==> config.mk <==
export PLATFORM = sky130hd
export DESIGN_NAME = serial_sub8
export DESIGN_NICKNAME = d
export VERILOG_FILES = /design/src/rtl/serial_sub8.sv
export SDC_FILE = /design/constraint.sdc
export NUM_CORES = 1
export LEC_CHECK = 0
export ABC_AREA = 1
export BUFFER_PORTS_ARGS = -buffer_cell sky130_fd_sc_hd__buf_2
export CAP_MARGIN = 40
export CORE_ASPECT_RATIO = 1.75
export CORE_UTILIZATION = 38
export CTS_CLUSTER_SIZE = 30
export DETAILED_ROUTE_END_ITERATION = 8
export GPL_ROUTABILITY_DRIVEN = 0
export PLACE_DENSITY = 0.67
export SYNTH_ARGS = -nofsm -noshare
export SYNTH_HDL_FRONTEND = slang
export SYNTH_SLANG_ARGS = --single-unit
==> constraint.sdc <==
create_clock -name clk -period 1.2 [get_ports clk]
set_input_delay 0.12 -clock clk [delete_from_list [all_inputs] [get_ports clk]]
set_output_delay 0.12 -clock clk [all_outputs]
set_load 0.1 [all_outputs]
==> src/rtl/serial_sub8.sv <==
// rtl/serial_sub8.sv - digit-serial ripple-borrow subtractor, Diff = A - B (optional macro SERIAL_SUB_BIN_EN adds a Bin input)
module serial_sub8 #(
  parameter int WIDTH = 8,
  parameter int DIGIT = 1
) (
  input  logic             clk,
  input  logic             reset,
  input  logic             start,
`ifdef SERIAL_SUB_BIN_EN
  input  logic             Bin,
`endif
  input  logic [WIDTH-1:0] A,
  input  logic [WIDTH-1:0] B,
  output logic [WIDTH-1:0] Diff,
  output logic             Bout,
  output logic             V,
  output logic             busy,
  output logic             done
);

  localparam int N  = WIDTH / DIGIT;
  localparam int CW = (N > 1) ? $clog2(N) : 1;

  // A slice width that does not tile the operand cannot produce a correct result.
  generate
    if ((WIDTH % DIGIT) != 0) begin : g_bad_digit
      $error("serial_sub8: DIGIT must divide WIDTH exactly");
    end
  endgenerate

  typedef enum logic [1:0] {
    S_IDLE = 2'd0,
    S_RUN  = 2'd1,
    S_DONE = 2'd2
  } state_t;

  state_t           r_state;
  logic [CW-1:0]    r_cnt;
  logic             r_borrow;
  logic [WIDTH-1:0] r_a;
  logic [WIDTH-1:0] r_b;
  logic             r_a_msb;
  logic             r_b_msb;
  logic [WIDTH-1:0] r_res;
  logic [WIDTH-1:0] r_diff;
  logic             r_bout;
  logic             r_v;
  logic             r_busy;
  logic             r_done;

  logic             w_bin;
  logic [DIGIT:0]   w_slice;
  logic [WIDTH-1:0] w_res_next;
  logic             w_v;

`ifdef SERIAL_SUB_BIN_EN
  assign w_bin = Bin;
`else
  assign w_bin = 1'b0;
`endif

  // Low slice of each operand minus the running borrow; the top bit is the borrow out.
  assign w_slice = {1'b0, r_a[DIGIT-1:0]} - {1'b0, r_b[DIGIT-1:0]}
                 - {{DIGIT{1'b0}}, r_borrow};

  // New difference slice enters at the MSB end so the LSB slice lands at bit 0 after N steps.
  generate
    if (N > 1) begin : g_shift
      assign w_res_next = {w_slice[DIGIT-1:0], r_res[WIDTH-1:DIGIT]};
    end else begin : g_single
      assign w_res_next = w_slice[DIGIT-1:0];
    end
  endgenerate

  // Signed overflow only possible when operand signs differ; judged on the latched operands.
  assign w_v = (r_a_msb != r_b_msb) && (w_res_next[WIDTH-1] != r_a_msb);

  // Control FSM plus operand/result datapath; all outputs registered.
  always_ff @(posedge clk) begin
    if (reset) begin
      r_state  <= S_IDLE;
      r_cnt    <= '0;
      r_borrow <= 1'b0;
      r_a      <= '0;
      r_b      <= '0;
      r_a_msb  <= 1'b0;
      r_b_msb  <= 1'b0;
      r_res    <= '0;
      r_diff   <= '0;
      r_bout   <= 1'b0;
      r_v      <= 1'b0;
      r_busy   <= 1'b0;
      r_done   <= 1'b0;
    end else begin
      r_done <= 1'b0;
      case (r_state)
        S_IDLE, S_DONE: begin
          if (start) begin
            r_a      <= A;
            r_b      <= B;
            r_a_msb  <= A[WIDTH-1];
            r_b_msb  <= B[WIDTH-1];
            r_borrow <= w_bin;
            r_cnt    <= '0;
            r_busy   <= 1'b1;
            r_state  <= S_RUN;
          end else begin
            r_busy  <= 1'b0;
            r_state <= S_IDLE;
          end
        end
        S_RUN: begin
          r_res    <= w_res_next;
          r_a      <= r_a >> DIGIT;
          r_b      <= r_b >> DIGIT;
          r_borrow <= w_slice[DIGIT];
          r_cnt    <= r_cnt + CW'(1);
          if (r_cnt == CW'(N - 1)) begin
            r_diff  <= w_res_next;
            r_bout  <= w_slice[DIGIT];
            r_v     <= w_v;
            r_busy  <= 1'b0;
            r_done  <= 1'b1;
            r_state <= S_DONE;
          end
        end
        default: begin
          r_busy  <= 1'b0;
          r_state <= S_IDLE;
        end
      endcase
    end
  end

  assign Diff = r_diff;
  assign Bout = r_bout;
  assign V    = r_v;
  assign busy = r_busy;
  assign done = r_done;

endmodule

==> summary.md <==
| Metric | Value |
|---|---|
| Final Util | 0.507 |
| Total power per unit cell area | around 1400 nW/um2 |
| LEAKAGE | 1.16 nW |
| Die height | 95.8 um |
| Slew margin rel. | 0.679 |
| Hold wc startpoint | A[4] |
| Worst-path cell with the longest stage delay | fa_1 |
| Endpoint of the most critical register-to-register path | V |
| Antenna diode count | 0 |
| Met1 Wirelength | between 1500 and 2000 um |
| Top routing layer in use | met4 |
| Area share of the largest cell type after synthesis | 0.450 |
| Post-route DRC | 0 |
| Clock Tree Buf Depth | 2 |
| Initial detailed-routing violation count | 43 |
| Highest clock frequency the design can meet | approximately 760 MHz |
| Outcome | complete, but fails checks |
| Unrepaired setup endpoints after global routing | true |
| Setup-failing EPs final | 1 |
| Sw Pwr | about 820 uW |
| Synth warnings | 0 |
| Fraction of power consumed by combinational cells | 0.144 |
| Cell count of the worst hold path | 3 |
| Total instance count after detailed placement | about 350 |
| Synth area leader | dfxtp_1 |
| Via count | around 1700 |
| Wire length of the first global-routing pass | 6530 um |
| Critical path class | flip-flop to flip-flop |
| CTS tree | done |
| Max-cap viol count | 0 |
| Crit-path max cell delay | between 0.5 and 0.6 ns |
| Violated checks | setup timing |
| Most area-consuming cells after synthesis | dfxtp_1, nand2_1, nand3_1 |
| Placement Rows | 33 |
| Global Route Usage Sum | 0.158 |
| Post-route cell area | 2410 um2 |
| Vias per inst | around 4.7 |
| Largest net degree at the start of global routing | 20 |
| Avg WL per Cell | 10.8 um |
| Clock Power Share | 0.395 |
| Pre-CTS setup slack | -0.109 ns |
| Cell-internal power | 2.56 mW |
| Count of final max-slew check failures | 0 |
| Most common library cell in the layout ignoring fill and taps | nand2_1 |
| Highest-count cells in the layout ignoring fill and taps | nand2_1, inv_1, nor2_1, nand3_1, dfxtp_1 |
| IO buf count | 30 |
| Syn nets | 288 |
| Net count of the finished layout | roughly 330 |
| Number of hold-slack violations in the final timing report | 0 |
| Nature of the critical path endpoint | flip-flop |
| Endpoint of the worst hold-timing path | r_a[4] |
| Post-route setup slack | -0.109 ns |
| Hold WC Path Type | primary input to flip-flop |
| Horizontal die dimension | approximately 56 um |
| Fillcell total | 490 |
| Data required time at the worst endpoint | between 1 and 1.5 ns |
| Number of buffers inserted during clock tree synthesis | 5 |
| Post-synthesis area per instance | 7.19 um2 |
| Wire length after detailed routing | 3870 um |
| Critical path cell sequence | fa_1 > inv_2 > nand3b_1 > nand3_1 > nand2_1 > inv_1 |
| Share of power burned in registers | 0.462 |
| Minimum hold slack | slightly above 0.04 ns |
| Hold Buf Count CTS | 0 |
| Remaining global-route overflow | 0 |
| CTS sink count | 43 |
| Share of final-layout standard cells stronger than drive strength 1 | 0.275 |
| Total negative slack | -0.109 ns |
| First-pass iteration count of the detailed router | 4 |
| Net Sw Frac | 0.244 |
| Met3 Wirelength | roughly 120 um |
| Number of distinct library cells after synthesis | 20 |
| Cell chosen for the clock root | clkbuf_8 |
| Vias in the first global route | around 1500 |
| Placed Area | between 2000 and 2500 um2 |
| Max VDD drop | just under 1000 uV |
| Worst-Margin Slew | about 0.49 ns |
| Effective utilization at floorplan | 0.403 |
| Core footprint | ~4700 um2 |
| Count of placed standard cells in the final layout, fillers left out | 358 |
| Crit path arrival time | 1.51 ns |
| H-tree depth reported by CTS | 2 |
| Category of the worst setup path launch point | flip-flop |
| Post-CTS clock slew at the launch and capture registers of the worst setup and hold paths | 0.08 ns |
| Clock Skews | 0.0102 ns |
| Sum of internal, switching and leakage power | about 3.4 mW |
| Max Fanout on Critical Path | 3 |
| Remaining antenna violation count | 0 |
| Detail Placement HPWL | 2690 um |
| Sequential fraction of the synthesis area | 0.450 |
| Latest clock arrival within the worst-skew pair | around 0.30 ns |
| Area of the mapped netlist | roughly 1900 um2 |
| Boundary pin count | 31 |
| Tmin final | 1.31 ns |
| Worst reg2reg path depth | 6 |
| Launching point of the worst reg2reg path | r_borrow |
| Count of mapped cells out of synthesis | around 270 |
| Worst R2R Setup Slack | -0.11 ns |
| Period utilization | 1.09 |
| Growth of design area from synthesis to finish | 26.0% |
| Routed wl met2 | between 2000 and 2500 um |
| Antenna violations before repair | 0 |
| Yosys reg bits | 43 |
| Area of the die | ~5300 um2 |
-- per-layer routing --
metal / track usage / vias to the layer above
met4: 0.0813 / 0
met3: 0.0323 / 7
met5: 0 / -
li1: - / 895
met1: 0.165 / 748
met2: 0.295 / 36
-- how the worst max path moves through the flow --
| stage | from | end | slack (ns) | depth (start not counted) |
|---|---|---|---|---|
| floorplan | r_borrow | V | -0.06 | 6 |
| global placement | r_borrow | V | -0.08 | 6 |
| finish | r_borrow | V | -0.11 | 6 |
| CTS | r_borrow | V | -0.10 | 6 |
| global route | r_borrow | V | -0.18 | 6 |
| detailed placement | r_borrow | V | -0.11 | 6 |
-- worst max-delay path, delay by kind of cell, from the launching register on --
kind                       cells  cell delay [ns]
adders and majority gates      1             0.59
buffers and inverters          2             0.08
DFF                            1             0.33
and+or+nand+nor                3             0.20
-- flip-flops by register name (all words and copies together) (netlist names) --
| signal | cells |
|---|---|
| r_a_msb | 1 |
| r_state | 2 |
| r_res | 7 |
| Bout | 1 |
| busy | 1 |
| r_b_msb | 1 |
| V | 1 |
| r_borrow | 1 |
| r_b | 8 |
| Diff | 8 |
| done | 1 |
| r_cnt | 3 |
| r_a | 8 |
-- power groups by stage --
stage / logic (mW) / registers [mW] / clock network [mW]
global route: 0.551 / 1.57 / 1.42
detailed placement: 0.472 / 1.59 / 0
global placement: 0.467 / 1.59 / 0
finish: 0.486 / 1.56 / 1.33
CTS: 0.481 / 1.56 / 1.37
floorplan: 0.345 / 1.59 / 0
-- layout make-up --
cell class	instances	area, um2	area share
multi-input cells	166	818	0.340
flip-flops and latches	43	882	0.366
repair buffers	46	340	0.141
clock inverters	2	60.1	0.0249
inverters	42	163	0.0675
repair inverters	1	7.51	0.00312
well taps	52	65.1	0.0270
clock buffers	6	72.6	0.0301
-- Yosys cell counts, drive strengths merged --
cell and count:
dfxtp 43, o21ai 10, nand3 37, inv 42
nand2 55, ha 2, fa 1, nor2 37
a21oi 21, nand3b 3, buf 15
-- timing repair --
action,CTS,global route
cloned,1,0
gates resized for setup,13,13
pin swaps,4,1
setup buffers,1,0
endpoints found under the setup margin,12,24
-- cell families after synthesis --
logic type	count (synthesis)	share of synthesized area
AOI/OAI and AO/OA	31	0.0831
adders and majority gates	3	0.0236
buffers and inverters	57	0.142
DFF	43	0.450
and+or+nand+nor	132	0.301
No activity file was read; power rests on OpenSTA's default activity.
